$ cat src/rtl/uart_chan_frame_rx_if.sv
// Snapshot output bus: flat per-channel data, dirty mask and valid/ready handshake.
interface uart_chan_frame_rx_if #(
    parameter int NUM_CH = 32,
    parameter int SW     = 8
);
    logic [NUM_CH*SW-1:0] out_data;
    logic [NUM_CH-1:0]    out_dirty;
    logic                 out_valid;
    logic                 out_ready;

    modport master (output out_data, output out_dirty, output out_valid, input out_ready);
    modport slave  (input out_data, input out_dirty, input out_valid, output out_ready);
endinterface

$ cat src/rtl/uart_chan_frame_rx.sv
// UART 8N1 packet receiver: SYNC,CH_ID,SAMPLE[SAMPLE_BYTES],CHK -> per-channel shadow bank,
// snapshotted to a flat bus under valid/ready. Framing/checksum/range/timeout errors counted.
module uart_chan_frame_rx #(
    parameter int         CLK_FRE_MHZ  = 50,
    parameter int         BAUD_RATE    = 128000,
    parameter int         NUM_CH       = 32,
    parameter int         SAMPLE_BYTES = 1,
    parameter logic [7:0] SYNC_BYTE    = 8'hAA,
    parameter int         TIMEOUT_BITS = 20
) (
    input  logic                 clk,
    input  logic                 rst_n,
    input  logic                 rx_pin_i,
    uart_chan_frame_rx_if.master out_if,
    output logic [7:0]           err_frame_o,
    output logic [7:0]           err_chk_o,
    output logic [7:0]           err_chid_o,
    output logic [7:0]           err_timeout_o
);
    localparam int SW     = 8 * SAMPLE_BYTES;
    localparam int CYCLE  = CLK_FRE_MHZ * 1000000 / BAUD_RATE;
    localparam int CW     = $clog2(CYCLE + 1);
    localparam int TO_LIM = TIMEOUT_BITS * CYCLE;
    localparam int TW     = $clog2(TO_LIM + 1);
    localparam int IW     = (NUM_CH > 1) ? $clog2(NUM_CH) : 1;

    localparam logic [CW-1:0] CYC_M1 = CW'(CYCLE - 1);
    localparam logic [CW-1:0] HALF   = CW'(CYCLE / 2 - 1);
    localparam logic [TW-1:0] TO_M1  = TW'(TO_LIM - 1);
    localparam logic [1:0]    BC_END = 2'(SAMPLE_BYTES - 1);

    typedef enum logic [1:0] {B_IDLE, B_START, B_DATA, B_STOP} bstate_e;
    typedef enum logic [1:0] {P_SYNC, P_CHID, P_DATA, P_CHK}   pstate_e;

    logic [1:0]    sync_q;
    logic          rx_prev_q;
    logic          rx_s;
    bstate_e       bst_q;
    logic [CW-1:0] cnt_q;
    logic [2:0]    bit_q;
    logic [7:0]    shreg_q;
    logic          byte_vld_q;
    logic          frame_err_q;

    pstate_e       pst_q;
    logic [7:0]    id_q;
    logic [7:0]    chk_q;
    logic [1:0]    bcnt_q;
    logic [SW-1:0] samp_q;
    logic [TW-1:0] to_cnt_q;
    logic [7:0]    err_frame_q, err_chk_q, err_chid_q, err_timeout_q;

    logic [NUM_CH-1:0][SW-1:0] shadow_q;
    logic [NUM_CH-1:0]         dirty_q;
    logic [NUM_CH*SW-1:0]      out_data_q;
    logic [NUM_CH-1:0]         out_dirty_q;
    logic                      out_valid_q;

    logic              id_ok;
    logic              wr_en;
    logic [IW-1:0]     widx;
    logic [NUM_CH-1:0] wr_mask;

    assign rx_s  = sync_q[1];
    assign id_ok = ({1'b0, id_q} < 9'(NUM_CH));
    assign widx  = id_q[IW-1:0];
    assign wr_en = byte_vld_q && (pst_q == P_CHK) && (shreg_q == chk_q) && id_ok;

    // One-hot channel mask for the shadow write happening this clock
    always_comb begin
        wr_mask = '0;
        if (wr_en) wr_mask = NUM_CH'(1) << widx;
    end

    // Two-flop synchroniser plus previous-sample register for start-edge detection
    always_ff @(posedge clk or negedge rst_n) begin
        if (!rst_n) begin
            sync_q    <= 2'b11;
            rx_prev_q <= 1'b1;
        end else begin
            sync_q    <= {sync_q[0], rx_pin_i};
            rx_prev_q <= rx_s;
        end
    end

    // Byte FSM: mid-bit sampling, false-start rejection, stop-bit check
    always_ff @(posedge clk or negedge rst_n) begin
        if (!rst_n) begin
            bst_q       <= B_IDLE;
            cnt_q       <= '0;
            bit_q       <= '0;
            shreg_q     <= '0;
            byte_vld_q  <= 1'b0;
            frame_err_q <= 1'b0;
        end else begin
            byte_vld_q  <= 1'b0;
            frame_err_q <= 1'b0;
            case (bst_q)
                B_IDLE: begin
                    cnt_q <= '0;
                    if (rx_prev_q && !rx_s) bst_q <= B_START;
                end
                B_START: begin
                    if (cnt_q == HALF) begin
                        cnt_q <= '0;
                        bit_q <= '0;
                        bst_q <= rx_s ? B_IDLE : B_DATA;
                    end else cnt_q <= cnt_q + CW'(1);
                end
                B_DATA: begin
                    if (cnt_q == CYC_M1) begin
                        cnt_q   <= '0;
                        shreg_q <= {rx_s, shreg_q[7:1]};
                        if (bit_q == 3'd7) bst_q <= B_STOP;
                        else               bit_q <= bit_q + 3'd1;
                    end else cnt_q <= cnt_q + CW'(1);
                end
                B_STOP: begin
                    if (cnt_q == CYC_M1) begin
                        cnt_q <= '0;
                        bst_q <= B_IDLE;
                        if (rx_s) byte_vld_q  <= 1'b1;
                        else      frame_err_q <= 1'b1;
                    end else cnt_q <= cnt_q + CW'(1);
                end
                default: bst_q <= B_IDLE;
            endcase
        end
    end

    // Packet parser, inter-byte timeout and saturating error counters
    always_ff @(posedge clk or negedge rst_n) begin
        if (!rst_n) begin
            pst_q         <= P_SYNC;
            id_q          <= '0;
            chk_q         <= '0;
            bcnt_q        <= '0;
            samp_q        <= '0;
            to_cnt_q      <= '0;
            err_frame_q   <= '0;
            err_chk_q     <= '0;
            err_chid_q    <= '0;
            err_timeout_q <= '0;
        end else if (frame_err_q) begin
            pst_q       <= P_SYNC;
            to_cnt_q    <= '0;
            err_frame_q <= err_frame_q + {7'd0, err_frame_q != 8'hFF};
        end else if (byte_vld_q) begin
            to_cnt_q <= '0;
            case (pst_q)
                P_SYNC: if (shreg_q == SYNC_BYTE) pst_q <= P_CHID;
                P_CHID: begin
                    id_q   <= shreg_q;
                    chk_q  <= shreg_q;
                    bcnt_q <= '0;
                    samp_q <= '0;
                    pst_q  <= P_DATA;
                end
                P_DATA: begin
                    samp_q <= SW'({samp_q, shreg_q});
                    chk_q  <= chk_q ^ shreg_q;
                    if (bcnt_q == BC_END) pst_q  <= P_CHK;
                    else                  bcnt_q <= bcnt_q + 2'd1;
                end
                P_CHK: begin
                    pst_q <= P_SYNC;
                    if (shreg_q != chk_q) err_chk_q  <= err_chk_q + {7'd0, err_chk_q != 8'hFF};
                    else if (!id_ok)      err_chid_q <= err_chid_q + {7'd0, err_chid_q != 8'hFF};
                end
                default: pst_q <= P_SYNC;
            endcase
        end else if (pst_q != P_SYNC) begin
            if (to_cnt_q == TO_M1) begin
                pst_q         <= P_SYNC;
                to_cnt_q      <= '0;
                err_timeout_q <= err_timeout_q + {7'd0, err_timeout_q != 8'hFF};
            end else to_cnt_q <= to_cnt_q + TW'(1);
        end else begin
            to_cnt_q <= '0;
        end
    end

    // Shadow bank, dirty tracking and snapshot handshake; a write in the snapshot clock
    // stays dirty for the following snapshot
    always_ff @(posedge clk or negedge rst_n) begin
        if (!rst_n) begin
            shadow_q    <= '0;
            dirty_q     <= '0;
            out_data_q  <= '0;
            out_dirty_q <= '0;
            out_valid_q <= 1'b0;
        end else begin
            if (wr_en) shadow_q[widx] <= samp_q;
            if (out_valid_q) begin
                if (out_if.out_ready) out_valid_q <= 1'b0;
                dirty_q <= dirty_q | wr_mask;
            end else if (|dirty_q) begin
                out_data_q  <= shadow_q;
                out_dirty_q <= dirty_q;
                out_valid_q <= 1'b1;
                dirty_q     <= wr_mask;
            end else begin
                dirty_q <= dirty_q | wr_mask;
            end
        end
    end

    assign out_if.out_data  = out_data_q;
    assign out_if.out_dirty = out_dirty_q;
    assign out_if.out_valid = out_valid_q;
    assign err_frame_o      = err_frame_q;
    assign err_chk_o        = err_chk_q;
    assign err_chid_o       = err_chid_q;
    assign err_timeout_o    = err_timeout_q;
endmodule

$ cat src/flat_wrapper.sv
// flat-port wrapper written by rule: the top's interface ports become plain ports
module uart_chan_frame_rx_flat 
#(
    parameter int         CLK_FRE_MHZ  = 50,
    parameter int         BAUD_RATE    = 128000,
    parameter int         NUM_CH       = 32,
    parameter int         SAMPLE_BYTES = 1,
    parameter logic [7:0] SYNC_BYTE    = 8'hAA,
    parameter int         TIMEOUT_BITS = 20
)
  (clk, rst_n, rx_pin_i, err_frame_o, err_chk_o, err_chid_o, err_timeout_o, out_if_out_data, out_if_out_dirty, out_if_out_valid, out_if_out_ready);
  uart_chan_frame_rx_if #(.NUM_CH(NUM_CH), .SW(8)) out_if_i ();
  input  logic clk;
  input  logic rst_n;
  input  logic rx_pin_i;
  output logic [7:0] err_frame_o;
  output logic [7:0] err_chk_o;
  output logic [7:0] err_chid_o;
  output logic [7:0] err_timeout_o;
  output wire logic [$bits(out_if_i.out_data)-1:0] out_if_out_data;
  output wire logic [$bits(out_if_i.out_dirty)-1:0] out_if_out_dirty;
  output wire logic [$bits(out_if_i.out_valid)-1:0] out_if_out_valid;
  input wire logic [$bits(out_if_i.out_ready)-1:0] out_if_out_ready;
  assign out_if_out_data = out_if_i.out_data;
  assign out_if_out_dirty = out_if_i.out_dirty;
  assign out_if_out_valid = out_if_i.out_valid;
  assign out_if_i.out_ready = out_if_out_ready;
  uart_chan_frame_rx #(.CLK_FRE_MHZ(CLK_FRE_MHZ), .BAUD_RATE(BAUD_RATE), .NUM_CH(NUM_CH), .SAMPLE_BYTES(SAMPLE_BYTES), .SYNC_BYTE(SYNC_BYTE), .TIMEOUT_BITS(TIMEOUT_BITS)) u_core (.clk(clk), .rst_n(rst_n), .rx_pin_i(rx_pin_i), .out_if(out_if_i), .err_frame_o(err_frame_o), .err_chk_o(err_chk_o), .err_chid_o(err_chid_o), .err_timeout_o(err_timeout_o));
endmodule
$ cat config.mk
export PLATFORM = sky130hd
export DESIGN_NAME = uart_chan_frame_rx_flat
export DESIGN_NICKNAME = d
export VERILOG_FILES = /design/src/rtl/uart_chan_frame_rx_if.sv /design/src/rtl/uart_chan_frame_rx.sv /design/src/flat_wrapper.sv
export SDC_FILE = /design/constraint.sdc
export NUM_CORES = 1
export LEC_CHECK = 0
export ABC_AREA = 0
export BUFFER_PORTS_ARGS = -buffer_cell sky130_fd_sc_hd__buf_2
export CORE_MARGIN = 1
export CORE_UTILIZATION = 50
export DETAILED_ROUTE_END_ITERATION = 6
export MAX_ROUTING_LAYER = met4
export PLACE_DENSITY = 0.72
export SLEW_MARGIN = 20
export SYNTH_ARGS = -nofsm -noshare
export SYNTH_HDL_FRONTEND = slang
export SYNTH_SLANG_ARGS = --single-unit
$ cat constraint.sdc
create_clock -name clk -period 2.4 [get_ports clk]
set_clock_uncertainty 0.2 [all_clocks]
set_input_delay 0.12 -clock clk [delete_from_list [all_inputs] [get_ports clk]]
set_output_delay 0.12 -clock clk [all_outputs]
set_load 0.05 [all_outputs]
==> results of run 1 <==
-- area by class of cell --
type	instances	area (µm²)	share of cell area (%)
flip-flops and latches	677	17000	51.8
clock inverters	25	375	1.15
inverters	14	52.6	0.161
multi-input cells	974	9300	28.4
well taps	688	861	2.63
clock buffers	100	2090	6.38
repair buffers	446	3100	9.48
-- power breakdown --
group / internal [mW] / switching (mW) / total (mW)
combinational: 0.139 / 0.325 / 0.464
clock: 6.86 / 4.51 / 11.4
sequential: 11.5 / 0.0585 / 11.5
-- how the worst max path moves through the flow --
| stage | endpoint | slack [ns] | cells after the start |
|---|---|---|---|
| final | u_core.out_if.out_data[21] | -0.06 | 7 |
| after global routing | u_core.out_if.out_data[232] | -0.15 | 7 |
| after CTS | u_core.out_if.out_data[232] | -0.11 | 7 |
| after detailed placement | u_core.out_if.out_data[206] | -0.17 | 7 |
| after global placement | u_core.out_if.out_data[139] | -0.05 | 7 |
| after floorplan | u_core.shadow_q[24] | 0.07 | 7 |
-- cell usage after synthesis, types with 3 or more instances --
cell	n
sky130_fd_sc_hd__o21ai_0	17
sky130_fd_sc_hd__mux2_4	8
sky130_fd_sc_hd__mux2_2	556
sky130_fd_sc_hd__xnor2_1	35
sky130_fd_sc_hd__ha_1	20
sky130_fd_sc_hd__clkbuf_1	30
sky130_fd_sc_hd__buf_1	10
sky130_fd_sc_hd__nand2b_1	5
sky130_fd_sc_hd__nor3_1	14
sky130_fd_sc_hd__nand2_1	79
sky130_fd_sc_hd__and3_1	19
sky130_fd_sc_hd__a21o_1	12
sky130_fd_sc_hd__buf_4	10
sky130_fd_sc_hd__buf_2	43
sky130_fd_sc_hd__xor2_1	17
sky130_fd_sc_hd__nand4_1	24
sky130_fd_sc_hd__nand3_2	4
sky130_fd_sc_hd__dfrtp_1	674
sky130_fd_sc_hd__dfstp_2	3
sky130_fd_sc_hd__nand3_1	31
sky130_fd_sc_hd__buf_6	3
sky130_fd_sc_hd__nor4_1	14
sky130_fd_sc_hd__nand2_2	6
sky130_fd_sc_hd__mux2_1	5
sky130_fd_sc_hd__inv_1	14
sky130_fd_sc_hd__a22o_1	4
sky130_fd_sc_hd__nor4_4	4
sky130_fd_sc_hd__nand3b_1	3
sky130_fd_sc_hd__nor2_1	36
sky130_fd_sc_hd__a21oi_1	21
sky130_fd_sc_hd__and2_1	7
-- metrics by stage --
stage / setup slack (ns) / power, mW / cells
2_1_floorplan: 0.0665 / 11.8 / 1761
3_3_place_gp: -0.0526 / 12.2 / 2784
3_5_place_dp: -0.173 / 12.2 / 2784
4_1_cts: -0.115 / 23.7 / 2916
5_1_grt: -0.150 / 24.2 / 2924
6_report: -0.0570 / 23.4 / 2924
-- state kept, by name, summed over array words and instances, names as in the netlist, 9 cells and up, named ones only --
name                     cells
u_core.cnt_q                 9
u_core.out_if.out_data     256
u_core.dirty_q              32
u_core.shadow_q            256
u_core.out_if.out_dirty     32
u_core.to_cnt_q             13
-- layer usage --
metal | GRT usage [%] | part of all wire (%) | up-vias
met4 | 8.55 | 2.8 | 0
met5 | - | 0 | -
met3 | 3.87 | 4.0 | 103
li1 | - | - | 7047
met1 | 31.3 | 44 | 8312
met2 | 38.1 | 50 | 318
-- critical path, delay by kind of cell (launching register included) --
kind / cells / cell delay, ns
AOI/OAI and AO/OA: 1 / 0.29
DFF: 1 / 0.41
buffers and inverters: 3 / 0.54
and+or+nand+nor: 2 / 0.50
muxes: 1 / 0.35
-- cell families (layout without fill, tap and decap cells) --
| kind of cell | Yosys count | after routing | synth area share, % |
|---|---|---|---|
| mux | 569 | 569 | 24.3 |
| compound gates | 60 | 60 | 1.40 |
| flops | 677 | 677 | 63.9 |
| simple gates | 273 | 273 | 5.84 |
| xor+xnor | 52 | 52 | 1.72 |
| buf+inv | 110 | 585 | 1.99 |
| fa+ha+maj | 20 | 20 | 0.943 |
-- what timing repair did --
| item | in CTS | in global routing |
|---|---|---|
| pin swaps | 0 | 6 |
| hold endpoints to repair | 679 | 0 |
| endpoints found under the setup margin | 383 | 506 |
| cloned | 0 | 1 |
| setup buffers | 1 | 7 |
| gates resized for setup | 16 | 38 |
| hold buffers | 6 | 0 |
==> reports/summary.log, run 1 <==
qor: power_and_ir_drop.power.leakage 17.8 nW
qor: drt.drt_initial_violations 837
qor: drt.detailroute.via_count 15780
qor: critical_path.setup.worst_path.start u_core.dirty_q[7]
qor: floorplan.die-height 232 µm
qor: hold_path.min_to u_core.out_if.out_valid
qor: critical_path.element_type_at_the_critical_path_end flop
qor: grt.global_route.overflow_total 0
qor: timing.report.final.hold_viol_count 0
qor: synthesis.synth_nets 1785
qor: timing.final.hold.worst_slack 0.0781 ns
qor: clock_network.cts_inserted_buffers 71
qor: flow_run.cap_viol_max_count 0
qor: drt.wire_per_inst 21.3 µm
qor: clock_network.cts_h_tree_lvls 3
qor: clock_network.clk_pin_slew_worst_paths 0.06 ns
qor: synthesis.synth.largest_area_cell sky130_fd_sc_hd__dfrtp_1
qor: synthesis.synth_area_leaders sky130_fd_sc_hd__dfrtp_1 64%, sky130_fd_sc_hd__mux2_2 24%, sky130_fd_sc_hd__xnor2_1 1.2%, sky130_fd_sc_hd__nand2_1 1.1%, sky130_fd_sc_hd__ha_1 0.94%
qor: cells_and_area.post-route-util 62.4%
qor: critical_path.crit_chain nor4_4 > buf_4 > nand4_1 > o21bai_4 > buf_12 > buf_12 > mux2_2
qor: critical_path.regToRegStartpoint u_core.dirty_q[7]
qor: run_status.failed_checks setup timing
qor: synthesis.synth-edff-count 0
qor: cells_and_area.syn_to_final_growth 23.4%
qor: drt.drcViolationCount 0
qor: synthesis.synth.cell_area 26500 µm²
qor: critical_path.worstSetupStartpointType flop
qor: power_and_ir_drop.power_density 714 nW/µm²
qor: synthesis.synthesis.yosys.warnings 0
qor: synthesis.synthesized_instance_count 1761
qor: critical_path.critical_path_class reg2reg
qor: synthesis.postSynthAreaPerCell 15.1 µm²
qor: floorplan.top_level_port_count 325
qor: critical_path.timing.rr.end u_core.out_if.out_data[21]
qor: clock_network.ctsLongestPathBuffers 3
qor: synthesis.synth_cell_types 57
qor: grt.pin_count_of_the_biggest_net_entering_global_routing 106
qor: floorplan.dieWidth 232 µm
qor: floorplan.core-area 52400 µm²
qor: hold_path.worst_hold_startpoint out_if_out_ready
qor: cells_and_area.post_route_cells_drive_above_1_share 53.0%
qor: timing.setup_total_negative_slack -5.21 ns
qor: timing.period_share 102%
qor: drt.first_pass_iters 4
qor: timing.relSlewSlack 29.0%
qor: clock_network.root_buffer sky130_fd_sc_hd__clkbuf_16
qor: critical_path.timing.critical_path.mode_cell sky130_fd_sc_hd__buf_12
qor: cells_and_area.mostFrequentLayoutCells 665 x sky130_fd_sc_hd__dfrtp_1, 538 x sky130_fd_sc_hd__mux2_2, 323 x sky130_fd_sc_hd__buf_2
qor: drt.routed_wl 62400 µm
qor: floorplan.die_area 54000 µm²
qor: hold_path.worstHoldPathCells 3
qor: critical_path.required 2.67 ns
qor: cells_and_area.inserted_diodes 0
qor: timing.min_period 2.46 ns
qor: clock_network.cts_sinks 677
qor: critical_path.rr_worst_depth 7
qor: timing.timing.fmax 0.407 GHz
qor: timing.grt_setup_unrepaired yes
qor: synthesis.synth_async_sr_flop_share 100%
qor: cells_and_area.final_design_area_no_fill 32700 µm²
qor: synthesis.yosysSeqAreaShare 63.9%
qor: synthesis.synthDominantCellAreaShare 63.6%
qor: floorplan.rows 84
qor: grt.grt_first_pass_wirelength 95900 µm
qor: timing.finalWorstSetupSlack -0.0570 ns
qor: drt.routed_via_density 5.40
qor: synthesis.ys_seq_elements 677
qor: synthesis.synth_flop_cell sky130_fd_sc_hd__dfrtp_1
qor: place.placed_cell_area 29800 µm²
qor: drt.antenna_left 0
qor: timing.worst_max_slew_pin_slew 1.07 ns
qor: cells_and_area.fillers 3890
qor: critical_path.r2r_slack -0.06 ns
qor: run_status.outcome finished, violations left
qor: critical_path.crit_path_top_delay_cell sky130_fd_sc_hd__dfrtp_1
qor: grt.grt.total_usage 24.0%
qor: timing.drv_slew 0
qor: grt.antenna_violations_before_repair 1
qor: place.place_congestion 0.830
qor: clock_network.clk-insertion-delay-late 0.60 ns
qor: critical_path.worstPathMaxFanout 18
qor: floorplan.effective_utilization_at_floorplan 50.6%
qor: power_and_ir_drop.peakVddDrop 0.440 mV
qor: critical_path.max_stage_delay 0.41 ns
qor: hold_path.hold_class in2reg
qor: cells_and_area.num-nets-final 2208
qor: grt.first_global_vias 16495
qor: place.portBuffers 324
qor: clock_network.cts_tree done
qor: cells_and_area.layout_commonest_cell sky130_fd_sc_hd__dfrtp_1
qor: timing.setup_violations 197
qor: critical_path.worst-endpoint-arrival 2.73 ns
qor: place.placed_wire_length_estimate 41500 µm
Power figures use the tool's default switching activity.
==> run 2, diff against run 1 <==
--- a/config.mk
+++ b/config.mk
@@ -8,10 +8,10 @@
 export ABC_AREA = 0
 export BUFFER_PORTS_ARGS = -buffer_cell sky130_fd_sc_hd__buf_2
 export CORE_MARGIN = 1
-export CORE_UTILIZATION = 50
+export CORE_UTILIZATION = 25
 export DETAILED_ROUTE_END_ITERATION = 6
 export MAX_ROUTING_LAYER = met4
-export PLACE_DENSITY = 0.72
+export PLACE_DENSITY = 0.41
 export SLEW_MARGIN = 20
 export SYNTH_ARGS = -nofsm -noshare
 export SYNTH_HDL_FRONTEND = slang
==> reports/summary.log, run 2 (synthesized netlist as in run 1, its figures left out) <==
qor: run_status.outcome finished, violations left
qor: run_status.failed_checks setup timing
qor: clock_network.cts_tree done
qor: timing.period_share 104%
qor: grt.grt_first_pass_wirelength 115000 µm
qor: drt.first_pass_iters 5
qor: place.portBuffers 324
qor: cells_and_area.final_design_area_no_fill 35200 µm²
qor: timing.worst_max_slew_pin_slew 0.560 ns
qor: clock_network.ctsLongestPathBuffers 3
qor: power_and_ir_drop.power_density 703 nW/µm²
qor: clock_network.cts_inserted_buffers 81
qor: critical_path.timing.rr.end u_core.out_if.out_data[188]
qor: critical_path.max_stage_delay 0.40 ns
qor: place.placed_cell_area 31300 µm²
qor: critical_path.rr_worst_depth 8
qor: grt.pin_count_of_the_biggest_net_entering_global_routing 77
qor: critical_path.required 2.71 ns
qor: grt.global_route.overflow_total 0
qor: timing.relSlewSlack 62.7%
qor: floorplan.die-height 328 µm
qor: timing.finalWorstSetupSlack -0.0906 ns
qor: timing.grt_setup_unrepaired yes
qor: drt.drcViolationCount 0
qor: critical_path.timing.critical_path.mode_cell sky130_fd_sc_hd__buf_16
qor: clock_network.cts_h_tree_lvls 3
qor: floorplan.die_area 107000 µm²
qor: critical_path.worst-endpoint-arrival 2.80 ns
qor: cells_and_area.post_route_cells_drive_above_1_share 54.2%
qor: critical_path.setup.worst_path.start u_core.dirty_q[13]
qor: floorplan.core-area 105000 µm²
qor: clock_network.root_buffer sky130_fd_sc_hd__clkbuf_16
qor: floorplan.top_level_port_count 325
qor: drt.routed_wl 78200 µm
qor: timing.min_period 2.49 ns
qor: timing.final.hold.worst_slack 0.0315 ns
qor: timing.report.final.hold_viol_count 0
qor: clock_network.cts_sinks 677
qor: power_and_ir_drop.power.leakage 18.8 nW
qor: grt.grt.total_usage 14.9%
qor: floorplan.dieWidth 328 µm
qor: drt.antenna_left 0
qor: drt.wire_per_inst 21.0 µm
qor: flow_run.cap_viol_max_count 0
qor: critical_path.crit_chain nor4_4 > buf_4 > nand4_1 > o21bai_4 > buf_12 > buf_16 > buf_16 > mux2_2
qor: critical_path.regToRegStartpoint u_core.dirty_q[13]
qor: critical_path.worstPathMaxFanout 18
qor: critical_path.crit_path_top_delay_cell sky130_fd_sc_hd__dfrtp_1
qor: cells_and_area.layout_commonest_cell sky130_fd_sc_hd__dfrtp_1
qor: critical_path.critical_path_class reg2reg
qor: power_and_ir_drop.peakVddDrop 0.413 mV
qor: cells_and_area.mostFrequentLayoutCells 666 x sky130_fd_sc_hd__dfrtp_1, 490 x sky130_fd_sc_hd__mux2_2, 323 x sky130_fd_sc_hd__buf_2
qor: floorplan.effective_utilization_at_floorplan 25.2%
qor: timing.drv_slew 0
qor: place.placed_wire_length_estimate 51900 µm
qor: clock_network.clk_pin_slew_worst_paths 0.06 ns
qor: floorplan.rows 119
qor: timing.timing.fmax 0.402 GHz
qor: grt.antenna_violations_before_repair 1
qor: cells_and_area.syn_to_final_growth 32.5%
qor: drt.drt_initial_violations 605
qor: critical_path.r2r_slack -0.09 ns
qor: timing.setup_total_negative_slack -11.54 ns
qor: critical_path.worstSetupStartpointType flop
qor: critical_path.element_type_at_the_critical_path_end flop
qor: timing.setup_violations 235
qor: power_and_ir_drop.p_total 24.7 mW
qor: clock_network.clk-insertion-delay-late 0.64 ns
qor: cells_and_area.num-nets-final 2295
qor: grt.first_global_vias 17289
qor: hold_path.hold_class in2async
qor: drt.routed_via_density 4.33
qor: drt.detailroute.via_count 16141
qor: place.place_congestion 0.789
[run 2: routing by layer]
layer / GRT usage, % / share of wire, % / up-vias
met3: 3.09 / 4.9 / 90
li1: - / - / 7252
met5: - / 0 / -
met1: 19.0 / 45 / 8497
met4: 4.40 / 2.1 / 0
met2: 23.9 / 48 / 302
[run 2: how the worst max path moves through the flow]
stage / slack, ns / to
2_1_floorplan: 0.07 / u_core.shadow_q[24]
3_3_place_gp: -0.29 / u_core.out_if.out_data[44]
3_5_place_dp: -0.31 / u_core.out_if.out_data[20]
4_1_cts: -0.16 / u_core.out_if.out_data[179]
5_1_grt: -0.22 / u_core.out_if.out_data[227]
6_report: -0.09 / u_core.out_if.out_data[188]
[run 2: area by class of cell]
class                   instances  area [µm²]
fillers                     10290       70100
well taps                    1391        1740
repair buffers                523        4200
inverters                      14        52.6
clock buffers                 126        2450
clock inverters                22         325
multi-input cells             974        9440
flip-flops and latches        677       17000
diodes                          3        7.51
[run 2: stage by stage]
stage               cells  utilization [%]  setup slack [ns]
global route         3727             33.4            -0.220
finish               3730             33.4           -0.0906
floorplan            1761                -            0.0665
global placement     3543             29.7            -0.289
CTS                  3718             33.0            -0.159
detailed placement   3543             29.7            -0.307
[run 2: report_power, final]
group / switching (mW) / internal (mW) / leakage, nW
sequential: 0.0584 / 11.5 / 9.43
combinational: 0.350 / 0.152 / 7.99
clock: 4.83 / 7.87 / 1.37
[run 2: critical path: cells and delay by family, from the launching register on]
kind                   cells  cell delay, ns
AO/OA/AOI/OAI              1            0.22
buffers and inverters      4            0.68
flip-flops                 1            0.40
multiplexers               1            0.35
AND/OR/NAND/NOR            2            0.50
[run 2: what timing repair did]
item / in CTS / in global routing
buffers inserted: 10 / 9
endpoints found under the setup margin: 482 / 541
endpoints found under the hold margin: 676 / 0
cloned: 12 / 2
pin swaps: 4 / 4
hold buffers: 5 / 0
gates resized for setup: 66 / 67
